File: src/rtl/progmem_arbiter.sv
// Two-requester round-robin arbiter in front of a single-port synchronous ROM.
// Each access is granted in IDLE, addresses the ROM in FETCH and returns data in RESP.
module progmem_arbiter #(
  parameter int ADDR_W = 10,
  parameter int DATA_W = 32,
  parameter int DEPTH  = 1024
) (
  input  logic              clk,
  input  logic              rst_n,
  input  logic [ADDR_W-1:0] m0_address,
  input  logic              m0_read,
  output logic [DATA_W-1:0] m0_readdata,
  output logic [1:0]        m0_response,
  output logic              m0_waitrequest,
  input  logic [ADDR_W-1:0] m1_address,
  input  logic              m1_read,
  output logic [DATA_W-1:0] m1_readdata,
  output logic [1:0]        m1_response,
  output logic              m1_waitrequest,
  output logic [ADDR_W-1:0] rom_address,
  input  logic [DATA_W-1:0] rom_readdata
);

  localparam logic [1:0] IDLE  = 2'd0;
  localparam logic [1:0] FETCH = 2'd1;
  localparam logic [1:0] RESP  = 2'd2;

  localparam logic [ADDR_W:0] DEPTH_L = (ADDR_W + 1)'(DEPTH);

  localparam logic [1:0] RESP_OKAY     = 2'b00;
  localparam logic [1:0] RESP_SLVERR   = 2'b10;

  logic [1:0]        state;
  logic              grant;
  logic              last_grant;
  logic              err;
  logic              win;
  logic [ADDR_W-1:0] win_addr;
  logic              win_err;
  logic              hit0;
  logic              hit1;

  function automatic logic addr_oob(input logic [ADDR_W-1:0] a);
    return {1'b0, a} >= DEPTH_L;
  endfunction

  // On a tie the master that was not served last wins; a lone requester always wins.
  always_comb begin
    win      = (m0_read && m1_read) ? ~last_grant : m1_read;
    win_addr = win ? m1_address : m0_address;
    win_err  = addr_oob(win_addr);
  end

  always_ff @(posedge clk or negedge rst_n) begin
    if (!rst_n) begin
      state       <= IDLE;
      grant       <= 1'b0;
      last_grant  <= 1'b1;
      err         <= 1'b0;
      rom_address <= '0;
    end else begin
      case (state)
        IDLE: begin
          if (m0_read || m1_read) begin
            grant       <= win;
            err         <= win_err;
            rom_address <= win_err ? '0 : win_addr;
            state       <= FETCH;
          end
        end
        FETCH: state <= RESP;
        RESP: begin
          // last_grant advances even if the requester dropped read mid-access.
          last_grant <= grant;
          state      <= IDLE;
        end
        default: state <= IDLE;
      endcase
    end
  end

  assign hit0 = (state == RESP) && !grant;
  assign hit1 = (state == RESP) &&  grant;

  assign m0_waitrequest = !hit0;
  assign m1_waitrequest = !hit1;
  assign m0_readdata    = (hit0 && !err) ? rom_readdata : '0;
  assign m1_readdata    = (hit1 && !err) ? rom_readdata : '0;
  assign m0_response    = (hit0 &&  err) ? RESP_SLVERR : RESP_OKAY;
  assign m1_response    = (hit1 &&  err) ? RESP_SLVERR : RESP_OKAY;

endmodule

File: config.mk
export PLATFORM = sky130hd
export DESIGN_NAME = progmem_arbiter
export DESIGN_NICKNAME = d
export VERILOG_FILES = /design/src/rtl/progmem_arbiter.sv
export SDC_FILE = /design/constraint.sdc
export NUM_CORES = 1
export LEC_CHECK = 0
export ABC_AREA = 1
export CAP_MARGIN = 20
export CORE_ASPECT_RATIO = 0.75
export CORE_MARGIN = 3
export CORE_UTILIZATION = 32
export DETAILED_ROUTE_END_ITERATION = 8
export GPL_TIMING_DRIVEN = 0
export PLACE_DENSITY = 0.87
export REMOVE_ABC_BUFFERS = 1
export SLEW_MARGIN = 40
export SYNTH_ARGS = -nofsm -noshare
export SYNTH_HDL_FRONTEND = slang
export SYNTH_SLANG_ARGS = --single-unit
File: constraint.sdc
create_clock -name clk -period 2.5 [get_ports clk]
set_input_delay 0.25 -clock clk [delete_from_list [all_inputs] [get_ports clk]]
set_output_delay 0.25 -clock clk [all_outputs]
set_load 0.005 [all_outputs]
# Yosys cells after proc, flatten, opt, wreduce, memory -nomap -nowiden
# Cells that the tools add are included.
word_totals:
  ff_bits: 14
classes:
  n_eq_ne: 3
  muxes: 6
  bitwise: 1
  reduce_logical: 9
ops:
  columns: ["op", "n"]
  rows:
  - ["2-to-1 mux 32 bit", 2]
  - ["2-to-1 mux 10 bit", 1]
  - ["one-hot mux 2 bit (2 select lines)", 1]
  - ["logical AND 1 bit", 3]
  - ["zero test 1 bit", 3]
  - ["equality test 2 x 1 -> 1 bit (second input constant)", 1]
  - ["equality test 2 bit (second input constant)", 1]
  - ["zero test 2 bit", 1]
  - ["2-to-1 mux 2 bit", 1]
  - ["inequality test 2 bit (second input constant)", 1]
  - ["AND reduction 2 bit", 1]
  - ["logical OR 1 bit", 1]
  - ["2-to-1 mux 1 bit", 1]
  - ["NOT 1 bit", 1]

# Depth between registers and ports, before layout
depth:
  ltp_word: 3
  ltp_mapped: 6
  depth_no_buf: 5

# Worst setup path after synthesis
# No wires, ideal clock.
synth_timing:
  path_kind: "flip-flop to output port"
  start: "reg state[0]"
  end: "out m0_readdata[10]"
  arrival_ps: 1084
  t_required_ps: 2250
  path_slack_ps: 1166
  stages_incl_launch_ff: 7
  n_path_buf: 2
  cell_sequence: "dfrtp_1 > inv_1 > nand2_1 > or2_1 > buf_6 > buf_8 > nor2_4"
synth_between:
  elab_chain_cells: 3
synth_rtl:
  columns: ["element", "line", "rtl"]
  rows:
  - ["start, declared", "33", "logic [1:0] state;"]
  - ["start signal, assigned", "56", "state <= IDLE;"]
  - ["start signal, assigned", "68", "state <= FETCH;"]
  - ["start signal, assigned", "71", "FETCH: state <= RESP;"]
  - ["equality test 2 bit", "82", "assign hit0 = (state == RESP) && !grant;"]
  - ["logical AND 1 bit", "82", null]
  - ["2-to-1 mux 32 bit", "87", "assign m0_readdata = (hit0 && !err) ? rom_readdata : '0;"]
  - ["end, declared", "12", "output logic [DATA_W-1:0] m0_readdata,"]
# Every way passes these cells.

# Worst setup path after layout
layout_timing:
  start: "reg state[0]"
  end: "out m0_readdata[13]"
# The elaborated chain is that of the path after synthesis.

==> results_dict.tcl <==
set metrics [dict create \
    synthCells 214 \
    min_path_type "primary input to asynchronous set/reset pin" \
    drive_gt1_share_pct 11.28 \
    path_cells "inv_1, nand2_1, or2_4, buf_12, nor2_2, clkdlybuf4s50_1" \
    crit_family "buffers and inverters" \
    final_nets 394 \
    crit_required_ps 2250 \
    status "complete, no violations" \
    die_h_um 62.41 \
    startpoint_type "flip-flop" \
    final_util_pct 70.26 \
    htreeDepth 1 \
    syn-cell-area_sq_um 1358 \
    cp.arrival_ps 2090 \
    finalWirelength_um 4927 \
    relSlewSlack_pct 52.68 \
    rows 19 \
    synth_seq_cells 14 \
    yosysWarnings 0 \
    syn_to_final_growth_pct 100.6 \
    yosysSeqAreaShare_pct 25.90 \
    worst-path-buf-inv 3 \
    drtIter0Drc 65 \
    grt.overflow.total 0 \
    placed_cell_area_sq_um 2656 \
    wire_per_inst_um 12.67 \
    root_buffer "clkbuf_8" \
    slowest_delay_ps 510 \
    cts.sinks 14 \
    worst_path_max_delay_cell "clkdlybuf4s50_1" \
    die-area_sq_um 5068 \
    cellLeakagePower_nw 1.292 \
    cts-buffers-inserted 3 \
    skew_ps 1.373 \
    fin_hold_ws_ps 400.2 \
    initial_core_util_pct 35.03 \
    syn_area_per_cell_sq_um 6.344 \
    place.gp.congestion 0.8456 \
    fmax_mhz 428.2 \
    drc_errors 0 \
    num_vias 1597 \
    fin_area_sq_um 2723 \
    diodes 0 \
    antenna_left 0 \
    grtUsageTotal_pct 20.38 \
    grt_pass1_wl_um 8093 \
    final_cell_mix "clkdlybuf4s50_1, inv_1, nor2_1" \
    worst-path-max-fanout 22 \
    irDropWorstVdd_mv 0.4010 \
    p_per_area_nw_per_um2 658.1 \
    finalSetupViolCount 0 \
    rsz0062_at_grt "false" \
    drv_slew 0 \
    drv_cap 0 \
    dr.pass1.iters 4 \
    setup_ws_ps 164.4 \
    io_pins 136 \
    core_sq_um 3875 \
    crit_type "flip-flop to primary output" \
    tightestPinTransition_ps 707.2 \
    grt_max_degree 35 \
    finalCritPeriodShare_pct 93.42 \
    path_clk_slew_ps 60 \
    tritoncts "built" \
    hpwl_um 4031 \
    antenna_found_initial 0 \
    grt_pass1_vias 1575 \
    die_x_um 81.21 \
    clockBufferDepth 2 \
    synth_cell_type_count 16 \
    portBuffers 131 \
    final.min_clock_period_ps 2336 \
    clk_latency_ps 240 \
    drt-vias-per-instance 4.105 \
    hold_violations 0 \
    layout_commonest_cell "clkdlybuf4s50_1" \
    worstSetupEndpointType "primary output" \
    pre_cts_ws_ps 306.0 \
]
==> synthesized netlist by cell type, drive strengths merged <==
cell type,n,share of area [%]
buf,11,7.2
clkbuf,5,1.4
conb,1,0.28
dfrtp,13,24
dfstp,1,1.9
inv,54,15
nand2,37,10
nand3,21,7.7
nor2,68,31
o21ai,2,0.74
or2,1,0.46
==> path summary, 6_finish.rpt <==
path	from	endpoint	slack [ps]	cells after the start
setup / recovery	state[0]	m0_readdata[13]	160	6
hold / removal	rst_n	rom_address[8]	400	1
setup reg to reg	last_grant	rom_address[9]	990	5
hold reg to reg	last_grant	last_grant	470	2
max in group asynchronous	rst_n	grant	1690	1
min in group clk	last_grant	last_grant	470	2
==> what timing repair did <==
item,4_1_cts,5_1_grt
hold buffers,0,0
hold endpoints to repair,0,0
gates resized for setup,0,1
endpoints found under the setup margin,0,18
setup buffers,0,0
==> cell type report <==
type	count	area, sq um
flip-flops and latches	14	351.6
well taps	52	65.06
fillers	315	1152
repair buffers	132	1331
multi-input cells	133	716.9
clock buffers	4	55.05
inverters	54	202.7
==> logic make-up after synthesis <==
| family | after synthesis | share of synthesized area [%] |
|---|---|---|
| buffers and inverters | 70 | 23.50 |
| AOI/OAI and AO/OA | 2 | 0.7374 |
| and+or+nand+nor | 127 | 49.59 |
| DFF | 14 | 25.90 |
| other | 1 | 0.2762 |
==> routing by layer <==
metal	vias up	GRT usage, %	routed length [um]
met5	-	0	0
met4	0	4.430	47
met3	4	4.179	189
met2	41	37.30	2751
met1	708	24.03	1938
li1	844	-	-
==> where the power goes <==
group / leakage, nW / switching [W] / internal [W]
combinational: 1.09 / 0.000535 / 0.000623
clock: 0.0288 / 0.0000802 / 0.000139
sequential: 0.169 / 0.0000719 / 0.000343
total: 1.29 / 0.000687 / 0.00111
==> through the flow <==
stage	std cells	power, W	TNS (ps)
3_5_place_dp	385	0.001570	0
3_3_place_gp	384	0.001553	-17140
6_report	389	0.001792	0
5_1_grt	389	0.001937	0
4_1_cts	389	0.001801	0
2_1_floorplan	201	0.0008933	0
==> registers in the layout (all words and copies together) (netlist names) <==
name	flops
rom_address	10
grant	1
last_grant	1
state	2
(Power assumes the default switching activity.)
